==> src/rtl/line_buf_pkg.sv <==
// Shared types, default geometry and helpers for the 3-line window controller.
package line_buf_pkg;

  // Default frame geometry and the port widths derived from it.
  localparam int IMG_W_DEF = 640;
  localparam int IMG_H_DEF = 480;
  localparam int COL_W     = $clog2(IMG_W_DEF);
  localparam int ROW_W     = $clog2(IMG_H_DEF);

  // Controller states: GAP is the one-cycle pause between rows.
  typedef enum logic [2:0] {
    ST_IDLE = 3'd0,
    ST_FILL = 3'd1,
    ST_RUN  = 3'd2,
    ST_GAP  = 3'd3,
    ST_DONE = 3'd4
  } state_t;

  // Increment a buffer index modulo 3 (0 -> 1 -> 2 -> 0).
  function automatic logic [1:0] mod3_inc(input logic [1:0] v);
    return (v == 2'd2) ? 2'd0 : v + 2'd1;
  endfunction

endpackage

==> src/rtl/line_buf_cnt.sv <==
// Column/row position counter for the pixel stream, with end-of-row and
// end-of-frame flags. Wraps to (0,0) after the last pixel of a frame.
module line_buf_cnt
  import line_buf_pkg::*;
#(
  parameter int IMG_W = IMG_W_DEF,
  parameter int IMG_H = IMG_H_DEF
) (
  input  logic                     i_clk,
  input  logic                     i_rst_n,
  input  logic                     i_inc,
  input  logic                     i_clr,
  output logic [$clog2(IMG_W)-1:0] o_col,
  output logic [$clog2(IMG_H)-1:0] o_row,
  output logic                     o_last_col,
  output logic                     o_last_row
);

  localparam int CW = $clog2(IMG_W);
  localparam int RW = $clog2(IMG_H);

  logic [CW-1:0] r_col;
  logic [RW-1:0] r_row;

  assign o_last_col = (r_col == CW'(IMG_W - 1));
  assign o_last_row = (r_row == RW'(IMG_H - 1));
  assign o_col      = r_col;
  assign o_row      = r_row;

  // Advance on each written pixel; clear has priority over increment.
  always_ff @(posedge i_clk or negedge i_rst_n) begin
    if (!i_rst_n) begin
      r_col <= '0;
      r_row <= '0;
    end else if (i_clr) begin
      r_col <= '0;
      r_row <= '0;
    end else if (i_inc) begin
      if (o_last_col) begin
        r_col <= '0;
        r_row <= o_last_row ? '0 : r_row + RW'(1);
      end else begin
        r_col <= r_col + CW'(1);
      end
    end
  end

endmodule

==> src/rtl/line_buf_ctrl.sv <==
// Rotating 3-line buffer sequencer: steers pixels into three row RAMs,
// advances their shared read pointer and flags valid 3x3 windows.
module line_buf_ctrl
  import line_buf_pkg::*;
#(
  parameter int IMG_W = IMG_W_DEF,
  parameter int IMG_H = IMG_H_DEF
) (
  input  logic             CLOCK_50,
  input  logic             rst_n,
  input  logic             in_valid,
  input  logic             in_sof,
  output logic             in_ready,
  output logic [2:0]       row_wr_en,
  output logic             row_rd_en,
  output logic             row_rst,
  output logic [1:0]       top_sel,
  output logic             win_valid,
  output logic [COL_W-1:0] win_col,
  output logic [ROW_W-1:0] win_row,
  output logic             frame_done,
  output logic             sof_err
);

  localparam int CW = $clog2(IMG_W);
  localparam int RW = $clog2(IMG_H);

  state_t           r_state, w_state_next;
  logic [1:0]       r_wr_sel, w_wr_sel_next;
  logic [1:0]       r_top_sel, w_top_sel_next;
  logic             r_win_valid, w_win_valid_next;
  logic [COL_W-1:0] r_win_col, w_win_col_next;
  logic [ROW_W-1:0] r_win_row, w_win_row_next;
  logic             r_row_rst, w_row_rst_next;
  logic             r_frame_done, w_frame_done_next;
  logic             r_alive;

  logic             w_in_ready, w_abort, w_wr, w_cnt_clr, w_in_frame;
  logic [CW-1:0]    w_col;
  logic [RW-1:0]    w_row;
  logic             w_last_col, w_last_row;

  assign w_in_frame = (r_state == ST_FILL) || (r_state == ST_RUN);
  // A pixel is written when accepted inside a frame, or when it is the SOF pixel in IDLE.
  assign w_wr       = in_valid && w_in_ready && (w_in_frame || ((r_state == ST_IDLE) && in_sof));
  assign w_cnt_clr  = w_abort || (r_state == ST_DONE);

  line_buf_cnt #(
    .IMG_W (IMG_W),
    .IMG_H (IMG_H)
  ) u_cnt (
    .i_clk      (CLOCK_50),
    .i_rst_n    (rst_n),
    .i_inc      (w_wr),
    .i_clr      (w_cnt_clr),
    .o_col      (w_col),
    .o_row      (w_row),
    .o_last_col (w_last_col),
    .o_last_row (w_last_row)
  );

  // Next-state, select rotation, registered-output next values and handshake.
  always_comb begin
    w_state_next      = r_state;
    w_wr_sel_next     = r_wr_sel;
    w_top_sel_next    = r_top_sel;
    w_win_valid_next  = 1'b0;
    w_win_col_next    = r_win_col;
    w_win_row_next    = r_win_row;
    w_row_rst_next    = 1'b0;
    w_frame_done_next = 1'b0;
    w_in_ready        = 1'b0;
    w_abort           = 1'b0;
    case (r_state)
      ST_IDLE: begin
        // r_alive keeps in_ready low while reset is held.
        w_in_ready = r_alive;
        if (r_alive && in_valid && in_sof) w_state_next = ST_FILL;
      end
      ST_FILL, ST_RUN: begin
        if (in_valid && in_sof) begin
          // SOF mid-frame: refuse it, flush pointers and let IDLE take it as a new frame.
          w_abort        = 1'b1;
          w_state_next   = ST_IDLE;
          w_wr_sel_next  = 2'd0;
          w_top_sel_next = 2'd0;
          w_row_rst_next = 1'b1;
        end else begin
          w_in_ready = 1'b1;
          if (in_valid && (r_state == ST_RUN) && (w_col >= CW'(2))) begin
            w_win_valid_next = 1'b1;
            w_win_col_next   = COL_W'(w_col) - COL_W'(1);
            w_win_row_next   = ROW_W'(w_row) - ROW_W'(1);
          end
          if (in_valid && w_last_col) begin
            w_row_rst_next = 1'b1;
            if ((r_state == ST_RUN) && w_last_row) begin
              w_state_next      = ST_DONE;
              w_frame_done_next = 1'b1;
            end else begin
              w_state_next = ST_GAP;
            end
          end
        end
      end
      ST_GAP: begin
        // Row counter already points at the next row; rotate once the final window is out.
        w_wr_sel_next = mod3_inc(r_wr_sel);
        if (w_row >= RW'(3)) w_top_sel_next = mod3_inc(r_top_sel);
        w_state_next = (w_row >= RW'(2)) ? ST_RUN : ST_FILL;
      end
      ST_DONE: begin
        w_state_next   = ST_IDLE;
        w_wr_sel_next  = 2'd0;
        w_top_sel_next = 2'd0;
      end
      default: w_state_next = ST_IDLE;
    endcase
  end

  // State, select and output registers.
  always_ff @(posedge CLOCK_50 or negedge rst_n) begin
    if (!rst_n) begin
      r_state      <= ST_IDLE;
      r_wr_sel     <= 2'd0;
      r_top_sel    <= 2'd0;
      r_win_valid  <= 1'b0;
      r_win_col    <= '0;
      r_win_row    <= '0;
      r_row_rst    <= 1'b0;
      r_frame_done <= 1'b0;
      r_alive      <= 1'b0;
    end else begin
      r_state      <= w_state_next;
      r_wr_sel     <= w_wr_sel_next;
      r_top_sel    <= w_top_sel_next;
      r_win_valid  <= w_win_valid_next;
      r_win_col    <= w_win_col_next;
      r_win_row    <= w_win_row_next;
      r_row_rst    <= w_row_rst_next;
      r_frame_done <= w_frame_done_next;
      r_alive      <= 1'b1;
    end
  end

  assign in_ready   = w_in_ready;
  assign row_wr_en  = w_wr ? (3'b001 << r_wr_sel) : 3'b000;
  assign row_rd_en  = r_win_valid;
  assign row_rst    = r_row_rst;
  assign top_sel    = r_top_sel;
  assign win_valid  = r_win_valid;
  assign win_col    = r_win_col;
  assign win_row    = r_win_row;
  assign frame_done = r_frame_done;
  assign sof_err    = w_abort;

endmodule

==> config.mk <==
export PLATFORM = sky130hd
export DESIGN_NAME = line_buf_ctrl
export DESIGN_NICKNAME = d
export VERILOG_FILES = /design/src/rtl/line_buf_pkg.sv /design/src/rtl/line_buf_cnt.sv /design/src/rtl/line_buf_ctrl.sv
export SDC_FILE = /design/constraint.sdc
export NUM_CORES = 1
export LEC_CHECK = 0
export CORE_ASPECT_RATIO = 0.9
export CORE_MARGIN = 4
export CORE_UTILIZATION = 55
export DETAILED_ROUTE_END_ITERATION = 7
export PLACE_DENSITY = 0.78
export SLEW_MARGIN = 20
export SYNTH_ARGS = -nofsm -noshare
export SYNTH_HDL_FRONTEND = slang
export SYNTH_SLANG_ARGS = --single-unit
==> constraint.sdc <==
create_clock -name CLOCK_50 -period 2.4 [get_ports CLOCK_50]
set_input_delay 0.48 -clock CLOCK_50 [delete_from_list [all_inputs] [get_ports CLOCK_50]]
set_output_delay 0.48 -clock CLOCK_50 [all_outputs]
set_load 0.05 [all_outputs]
==> results of run 1 <==
==> what timing repair did <==
item                                    CTS  global route
resized for setup                         4             9
pin swaps                                 0             3
endpoints found under the setup margin    3             5
cloned                                    0             0
==> power breakdown <==
part / switching (mW) / internal, mW
logic: 1.29 / 0.768
clock network: 0.285 / 0.206
registers: 0.198 / 1.04
total: 1.77 / 2.01
==> synth_stat cells (3+ instances only) <==
| master | count | area [um2] |
|---|---|---|
| o21ai_1 | 5 | 25.0 |
| o31ai_1 | 5 | 37.5 |
| nor2_1 | 28 | 105 |
| buf_6 | 3 | 33.8 |
| nand3_1 | 13 | 65.1 |
| a21oi_1 | 8 | 40.0 |
| nand2_1 | 35 | 131 |
| nor3_1 | 12 | 60.1 |
| ha_1 | 6 | 75.1 |
| a31oi_1 | 3 | 18.8 |
| inv_1 | 13 | 48.8 |
| nor4_2 | 4 | 50.1 |
| buf_4 | 3 | 22.5 |
| xor2_1 | 9 | 78.8 |
| o21ai_0 | 21 | 105 |
| nand3b_1 | 3 | 22.5 |
| dfrtp_1 | 49 | 1230 |
| xnor2_1 | 17 | 149 |
| nor3b_1 | 8 | 60.1 |
| buf_2 | 9 | 45.0 |
==> logic make-up after synthesis <==
family / after synthesis / share of synthesized area [%]
XOR/XNOR: 26 / 8.28
AND/OR/NAND/NOR: 124 / 24.0
AO/OA/AOI/OAI: 56 / 12.6
flip-flops: 49 / 44.6
multiplexers: 3 / 1.18
adder cells (fa/ha/maj): 7 / 3.09
other: 1 / 0.136
buffers and inverters: 32 / 6.10
==> area by class of cell <==
type                       count  area, um2
multi-input combinational    217       1430
fill                         383       1480
inverter                      13       48.8
timing repair buffer          49        480
clock buffer                   6       72.6
clock inverter                 2       15.0
sequential                    49       1230
tap                           65       81.3
==> per-stage QoR <==
| stage | setup TNS, ns | std cells | util, % |
|---|---|---|---|
| 2_1_floorplan | 0 | 298 | - |
| 3_3_place_gp | -0.0215 | 393 | 66.3 |
| 3_5_place_dp | -0.245 | 393 | 66.3 |
| 4_1_cts | 0 | 401 | 68.6 |
| 5_1_grt | -0.0457 | 401 | 69.4 |
| 6_report | 0 | 401 | 69.4 |
==> final timing paths <==
kind                       startpoint        endpoint  slack (ns)  depth (start not counted)
max                        r_state[1]    row_wr_en[2]        0.09                          4
min                             rst_n      win_row[5]        0.16                          1
max reg2reg                r_state[2]  u_cnt.o_row[7]        0.32                          6
min reg2reg                win_row[4]      win_row[4]        0.48                          2
max in group asynchronous       rst_n      win_col[4]        1.71                          2
min in group CLOCK_50      win_row[4]      win_row[4]        0.48                          2
==> flip-flops by register name (all words and copies together) (netlist names) <==
| signal | flops |
|---|---|
| u_cnt.o_col | 10 |
| frame_done | 1 |
| r_alive | 1 |
| r_wr_sel | 2 |
| row_rst | 1 |
| row_rd_en | 1 |
| top_sel | 2 |
| win_col | 10 |
| u_cnt.o_row | 9 |
| r_state | 3 |
| win_row | 9 |
==> routing by layer <==
layer	track usage (%)	vias up	routed length, um
met5	0	-	0
met4	5.44	0	75
met3	4.19	6	320
met2	31.0	48	2430
met1	29.8	1035	2670
li1	-	1097	-
==> impl_metrics.csv, run 1 <==
group,metric,value,unit
job,cap_violations,0,
critical_path,cp_num_buf_inv,1,
critical_path,end_kind,"output pin",
clock_tree,clk_pin_slew_worst_paths,0.09,ns
placed_design,postPlaceCellArea,3210,um2
routing,viasPerCell,5.45,
critical_path,crit_chain,"xor2_1 > a22oi_2 > nor3b_2 > buf_6",
sta,setup_slack,0.0884,ns
clock_tree,clk_latency,0.31,ns
sta,finalHoldViolations,0,
clock_tree,ctsHoldBuffers,0,
logic_synthesis,ys_seq_elements,49,
logic_synthesis,yosysWarnings,0,
sta,finalSetupViolations,0,
placed_design,dp_hpwl,4030,um
final_layout,layout_common_cells,"dfrtp_1, nand2_1, nor2_1",
critical_path,cp_slowest_stage_delay,0.54,ns
sta,hold_slack,0.161,ns
critical_path,critPathMaxFanout,13,
global_route,grt_usage,20.4,%
global_route,grt_pass1_wl,9620,um
pwr,p_leak,1.48,nW
global_route,grt_overflow,0,
final_layout,area_delta_synth_final,22.0,%
die,die_w,82.5,um
logic_synthesis,synth_area,2750,um2
pwr,power_per_cell_area,1130,nW/um2
sta,relSlewSlack,61.7,%
logic_synthesis,synthCells,298,
clock_tree,cts_root_buffer,"clkbuf_8",
final_layout,nNetsFinal,345,
critical_path,arrival,1.83,ns
logic_synthesis,synth_nets,308,
routing,remaining_drc_errors,0,
die,die_area,6200,um2
die,die_y,75.1,um
logic_synthesis,syn_avg_cell_area,9.23,um2
global_route,antenna_found_initial,0,
routing,ant_nets,0,
clock_tree,htree_num_levels,2,
placed_design,gp_congestion,0.806,
critical_path,path_delay_family,"flip-flops",
min_path,hold_class,"primary input to asynchronous set/reset pin",
critical_path,start_kind,"register",
routing,dr.pass1.iters,6,
routing,wl_per_cell,13.7,um
sta,final_max_slew_viol_count,0,
logic_synthesis,synthArstFlopShare,100,%
clock_tree,cts_tree,"yes",
clock_tree,cts_setup_buffers,0,
placed_design,pre_cts_slack,-0.0806,ns
clock_tree,cts.sinks,49,
final_layout,diodes,0,
critical_path,crit_required,1.92,ns
global_route,grt_max_degree,38,
placed_design,portBuffers,33,
pwr,total_power,3.78,mW
clock_tree,cts_buffers,5,
routing,via_count,2186,
die,io_pins,34,
pwr,ir_worst_vdd,0.000718,V
final_layout,drive_gt1_share,16.7,%
sta,finalCriticalPeriod,2.31,ns
logic_synthesis,ys_types,55,
critical_path,critical-path-slowest-cell,"dfrtp_2",
clock_tree,clk_path_buf_depth,2,
logic_synthesis,synth_edf_count,0,
routing,drt_iter0_drc,149,
routing,wirelength,5500,um
die,start_util,56.9,%
final_layout,mostFrequentLayoutCell,"dfrtp_1",
logic_synthesis,synth-seq-area-share,44.6,%
sta,tightest_slew,0.574,ns
status,outcome,"finished clean",
final_layout,finalInstanceArea,3360,um2
global_route,grt_pass1_vias,2018,
sta,fmax,433,MHz
die,core_area,4830,um2
logic_synthesis,synthFlopType,"dfrtp_1",
sta,fin_skew,0.00536,ns
critical_path,worstSetupPathType,"register to output pin",
sta,fin_crit_sh,96.3,%
die,core.rowCount,24,
(Power assumes the default switching activity.)
==> inputs of run 2 (changes only) <==
RECOVER_POWER = 50   (was default)
==> run 2 against run 1 <==
Final area is 1.4% lower. Sequential power hardly changed. Worst setup slack worse by 0.00058 ns. Clock skew hardly changed. Via count hardly changed. Flip-flop and latch count stayed put. Register-to-register slack worse by 0.13 ns. Power is 0.23% lower.
==> impl_metrics.csv, run 2 (synthesis gave the netlist of run 1 again) <==
group,metric,value,unit
final_layout,area_delta_synth_final,20.3,%
placed_design,placed_cells,393,
die,die_y,75.1,um
sta,final_max_slew_viol_count,0,
critical_path,crit_chain,"xor2_1 > a22oi_2 > nor3b_2 > buf_6",
critical_path,cp_slowest_stage_delay,0.54,ns
global_route,grt_pass1_vias,2018,
sta,tightest_slew,1.29,ns
clock_tree,cts_root_buffer,"clkbuf_8",
clock_tree,htree_num_levels,2,
placed_design,dp_hpwl,4030,um
job,cap_violations,0,
sta,finalCriticalPeriod,2.31,ns
critical_path,worstSetupPathType,"register to output pin",
global_route,antenna_found_initial,0,
clock_tree,clk_pin_slew_worst_paths,0.09,ns
sta,finalHoldViolations,0,
routing,dr.pass1.iters,4,
global_route,grt_overflow,0,
pwr,ir_worst_vdd,0.000718,V
sta,fin_crit_sh,96.3,%
placed_design,pre_cts_slack,-0.0806,ns
status,outcome,"finished clean",
critical_path,start_kind,"register",
critical_path,cp_num_buf_inv,1,
clock_tree,cts_setup_buffers,0,
pwr,p_leak,1.46,nW
final_layout,fill_cells,394,
clock_tree,ctsHoldBuffers,0,
critical_path,arrival,1.83,ns
critical_path,critical-path-slowest-cell,"dfrtp_2",
routing,via_count,2185,
placed_design,postPlaceCellArea,3210,um2
critical_path,crit_required,1.92,ns
sta,fin_skew,0.00504,ns
critical_path,path_delay_family,"flip-flops",
die,core_area,4830,um2
pwr,total_power,3.77,mW
sta,fmax,432,MHz
critical_path,critPathMaxFanout,13,
clock_tree,cts.sinks,49,
critical_path,reg2regPathDepth,6,
final_layout,diodes,0,
final_layout,stdcell_count,401,
die,core.rowCount,24,
final_layout,nNetsFinal,345,
sta,fin_tns_setup,0,ns
clock_tree,clk_path_buf_depth,2,
clock_tree,cts_buffers,5,
critical_path,end_kind,"output pin",
final_layout,drive_gt1_share,14.6,%
clock_tree,cts_tree,"yes",
routing,wl_per_cell,13.7,um
placed_design,portBuffers,33,
critical_path,reg2reg_from,"u_cnt.o_col[1]",
clock_tree,clk_latency,0.31,ns
final_layout,layout_common_cells,"dfrtp_1, nand2_1, nor2_1",
pwr,power_per_cell_area,1140,nW/um2
min_path,hold_class,"primary input to asynchronous set/reset pin",
global_route,grt_usage,20.4,%
routing,ant_nets,0,
routing,wirelength,5500,um
global_route,grt_pass1_wl,9620,um
routing,drt_iter0_drc,167,
global_route,grt_max_degree,38,
critical_path,reg2reg_slack,0.19,ns
routing,viasPerCell,5.45,
final_layout,mostFrequentLayoutCell,"dfrtp_1",
sta,finalSetupViolations,0,
sta,relSlewSlack,13.7,%
critical_path,r2r-end,"u_cnt.o_row[6]",
die,die_area,6200,um2
die,io_pins,34,
sta,setup_slack,0.0878,ns
final_layout,finalInstanceArea,3310,um2
die,die_w,82.5,um
die,start_util,56.9,%
routing,remaining_drc_errors,0,
placed_design,gp_congestion,0.806,
run 2: cell count changes in the layout (fill, tap and decap cells not counted), moves of 2 or more:
cell | previous run | this run
nor4_2 | 4 | 2
nor4_1 | 1 | 3
buf_4 | 16 | 14
clkbuf_1 | 1 | 4
run 2: report_power, final:
| part | switching, mW | total [mW] | internal (mW) |
|---|---|---|---|
| registers | 0.198 | 1.24 | 1.04 |
| clock network | 0.284 | 0.489 | 0.206 |
| logic | 1.28 | 2.05 | 0.765 |
run 2: timing repair:
action                     in CTS  in global routing
setup endpoints to repair       3                  5
pin swaps                       0                  3
resized for setup               4                  9
run 2: metrics by stage:
stage / util [%] / hold slack, ns
floorplan: - / 0.184
global route: 68.4 / 0.510
finish: 68.4 / 0.436
detailed placement: 66.3 / 0.470
CTS: 68.6 / 0.172
global placement: 66.3 / 0.461
run 2: worst max path at each step:
stage / from / to / slack, ns / cells past startpoint
2_1_floorplan: in_valid / row_wr_en[2] / 0.01 / 5
3_3_place_gp: in_sof / row_wr_en[2] / -0.02 / 5
3_5_place_dp: in_sof / row_wr_en[2] / -0.08 / 5
4_1_cts: r_state[1] / row_wr_en[2] / 0.03 / 4
5_1_grt: r_state[1] / row_wr_en[1] / -0.02 / 4
6_report: r_state[1] / row_wr_en[2] / 0.09 / 4
run 2: layout make-up:
cell class	count	area [um2]	area share [%]
flip-flops and latches	49	1230	37.1
multi-input cells	217	1410	42.5
well taps	65	81.3	2.46
clock inverters	2	15.0	0.454
repair buffers	49	457	13.8
inverters	13	48.8	1.48
clock buffers	6	72.6	2.19
run 2: per-layer routing:
metal / global-route usage, % / up-vias / wire length, um
li1: - / 1099 / -
met3: 4.19 / 6 / 373
met5: 0 / - / 0
met1: 29.8 / 1016 / 2660
met4: 5.44 / 0 / 75
met2: 31.0 / 64 / 2400
==> inputs of run 3 (changes only) <==
CELL_PAD_IN_SITES_DETAIL_PLACEMENT = 1   (was default)
CELL_PAD_IN_SITES_GLOBAL_PLACEMENT = 1   (was default)
CORE_UTILIZATION = 42   (was 55)
==> run 3 against run 2 <==
Clock skew increased by 0.0051 ns. First-iteration DRC count decreased by 34%. Critical endpoint is now in_ready. Via count up 4.9%. Worst hold slack improved by 0.0078 ns. Die area rose by 28%. Largest power group unchanged. Core utilization is 15 points lower.
==> impl_metrics.csv, run 3 (synthesis gave the netlist of run 1 again) <==
group,metric,value,unit
routing,dr.pass1.iters,4,
pwr,power_frac_seq,31.7,%
routing,remaining_drc_errors,0,
final_layout,fill_cells,740,
clock_tree,htree_num_levels,2,
pwr,ir_worst_vdd,0.000774,V
clock_tree,ctsHoldBuffers,0,
global_route,grt_pass1_vias,2353,
critical_path,crit_top_cell,"buf_4",
sta,finalCriticalPeriod,2.32,ns
critical_path,reg2regPathDepth,6,
placed_design,gp_congestion,0.861,
routing,via_count,2292,
sta,fin_tns_setup,0,ns
critical_path,end_kind,"output pin",
sta,setup_slack,0.0791,ns
die,die_y,84.8,um
global_route,grt_max_degree,38,
pwr,power_per_cell_area,1170,nW/um2
sta,fin_skew,0.0102,ns
critical_path,crit_required,1.92,ns
pwr,p_sw_share,46.3,%
critical_path,critical-path-slowest-cell,"clkdlybuf4s50_1",
routing,drt_iter0_drc,111,
final_layout,postLayoutCoreUtil,53.9,%
sta,hold_slack,0.444,ns
pwr,p_leak,1.49,nW
pwr,total_power,3.93,mW
global_route,grt_overflow,0,
placed_design,pre_cts_slack,-0.135,ns
critical_path,r2r-end,"u_cnt.o_row[7]",
clock_tree,clk_pin_slew_worst_paths,0.09,ns
clock_tree,cts_root_buffer,"clkbuf_8",
final_layout,layout_common_cells,"dfrtp_1, nand2_1, nor2_1",
critical_path,start_kind,"primary input",
final_layout,multi_input_area,1400,um2
global_route,antenna_found_initial,0,
final_layout,mostFrequentLayoutCell,"dfrtp_1",
final_layout,ff_latch_area,1230,um2
sta,finalHoldViolations,0,
die,die_area,7910,um2
clock_tree,cts_tree,"yes",
sta,final_max_slew_viol_count,0,
job,cap_violations,0,
pwr,combPwrFrac,52.9,%
die,core_area,6250,um2
final_layout,nNetsFinal,348,
final_layout,drive_gt1_share,15.0,%
critical_path,reg2reg_from,"r_state[2]",
pwr,pwr-share-clk,15.3,%
critical_path,worstSetupPathType,"primary input to output pin",
critical_path,cp_slowest_stage_delay,0.47,ns
final_layout,stdcell_count,426,
final_layout,finalInstanceArea,3370,um2
routing,wirelength,6800,um
critical_path,critPathMaxFanout,6,
routing,wl_per_cell,16.0,um
clock_tree,cts_buffers,5,
placed_design,portBuffers,33,
status,outcome,"finished clean",
pwr,p_int,2.11,mW
die,io_pins,34,
clock_tree,clk_latency,0.30,ns
global_route,grt_usage,18.1,%
die,start_util,44.0,%
die,core.rowCount,27,
placed_design,postPlaceCellArea,3260,um2
min_path,hold_class,"primary input to asynchronous set/reset pin",
sta,fmax,431,MHz
sta,finalSetupViolations,0,
routing,viasPerCell,5.38,
clock_tree,cts.sinks,49,
routing,ant_nets,0,
clock_tree,clk_path_buf_depth,2,
sta,fin_crit_sh,96.7,%
die,die_w,93.3,um
sta,relSlewSlack,12.4,%
critical_path,reg2reg_slack,0.19,ns
clock_tree,cts_setup_buffers,0,
final_layout,area_delta_synth_final,22.4,%
final_layout,diodes,0,
global_route,grt_pass1_wl,11600,um
placed_design,dp_hpwl,5130,um
critical_path,arrival,1.84,ns
sta,tightest_slew,1.31,ns
critical_path,crit_chain,"clkdlybuf4s50_1 > buf_4 > nand2_1 > buf_4 > nand3_1 > o41ai_2 > buf_12",
pwr,switching_power,1.82,mW
placed_design,placed_cells,418,
[run 3: layout make-up]
type | count | share of cell area [%]
clock buffer | 6 | 2.16
clock inverter | 2 | 1.15
timing repair buffer | 52 | 13.9
multi-input combinational | 217 | 41.6
inverter | 13 | 1.45
tap | 87 | 3.23
sequential | 49 | 36.5
[run 3: power groups by stage]
stage                     sequential [mW]  clock (mW)  combinational (mW)
after global placement               1.24           0                2.03
after detailed placement             1.25           0                2.10
after CTS                            1.25       0.615                2.11
after floorplan                      1.74           0               0.875
after global routing                 1.29       0.662                2.23
final                                1.25       0.602                2.08
[run 3: how the worst max path moves through the flow]
stage / from / endpoint / slack [ns] / cells past startpoint
3_5_place_dp: in_sof / row_wr_en[2] / -0.14 / 5
6_report: in_sof / in_ready / 0.08 / 7
4_1_cts: r_state[0] / row_wr_en[2] / 0.01 / 4
5_1_grt: r_state[1] / row_wr_en[2] / -0.03 / 4
2_1_floorplan: in_valid / row_wr_en[2] / 0.01 / 5
3_3_place_gp: in_sof / row_wr_en[2] / -0.01 / 5
[run 3: what timing repair did]
| action | CTS | global route |
|---|---|---|
| pin swaps | 0 | 2 |
| endpoints found under the setup margin | 3 | 4 |
| resized for setup | 5 | 5 |
[run 3: layer usage]
layer  up-vias  track usage, %  routed length [um]
li1       1107               -                   -
met1      1130            25.4                3230
met2        48            29.0                3260
met3         7            2.96                 247
met4         0            4.39                  65
met5         -               0                   0
[run 3: critical path, delay by kind of cell]
family                 cells  cell delay [ns]
and+or+nand+nor            2             0.26
AOI/OAI and AO/OA          1             0.13
buffers and inverters      4             0.96
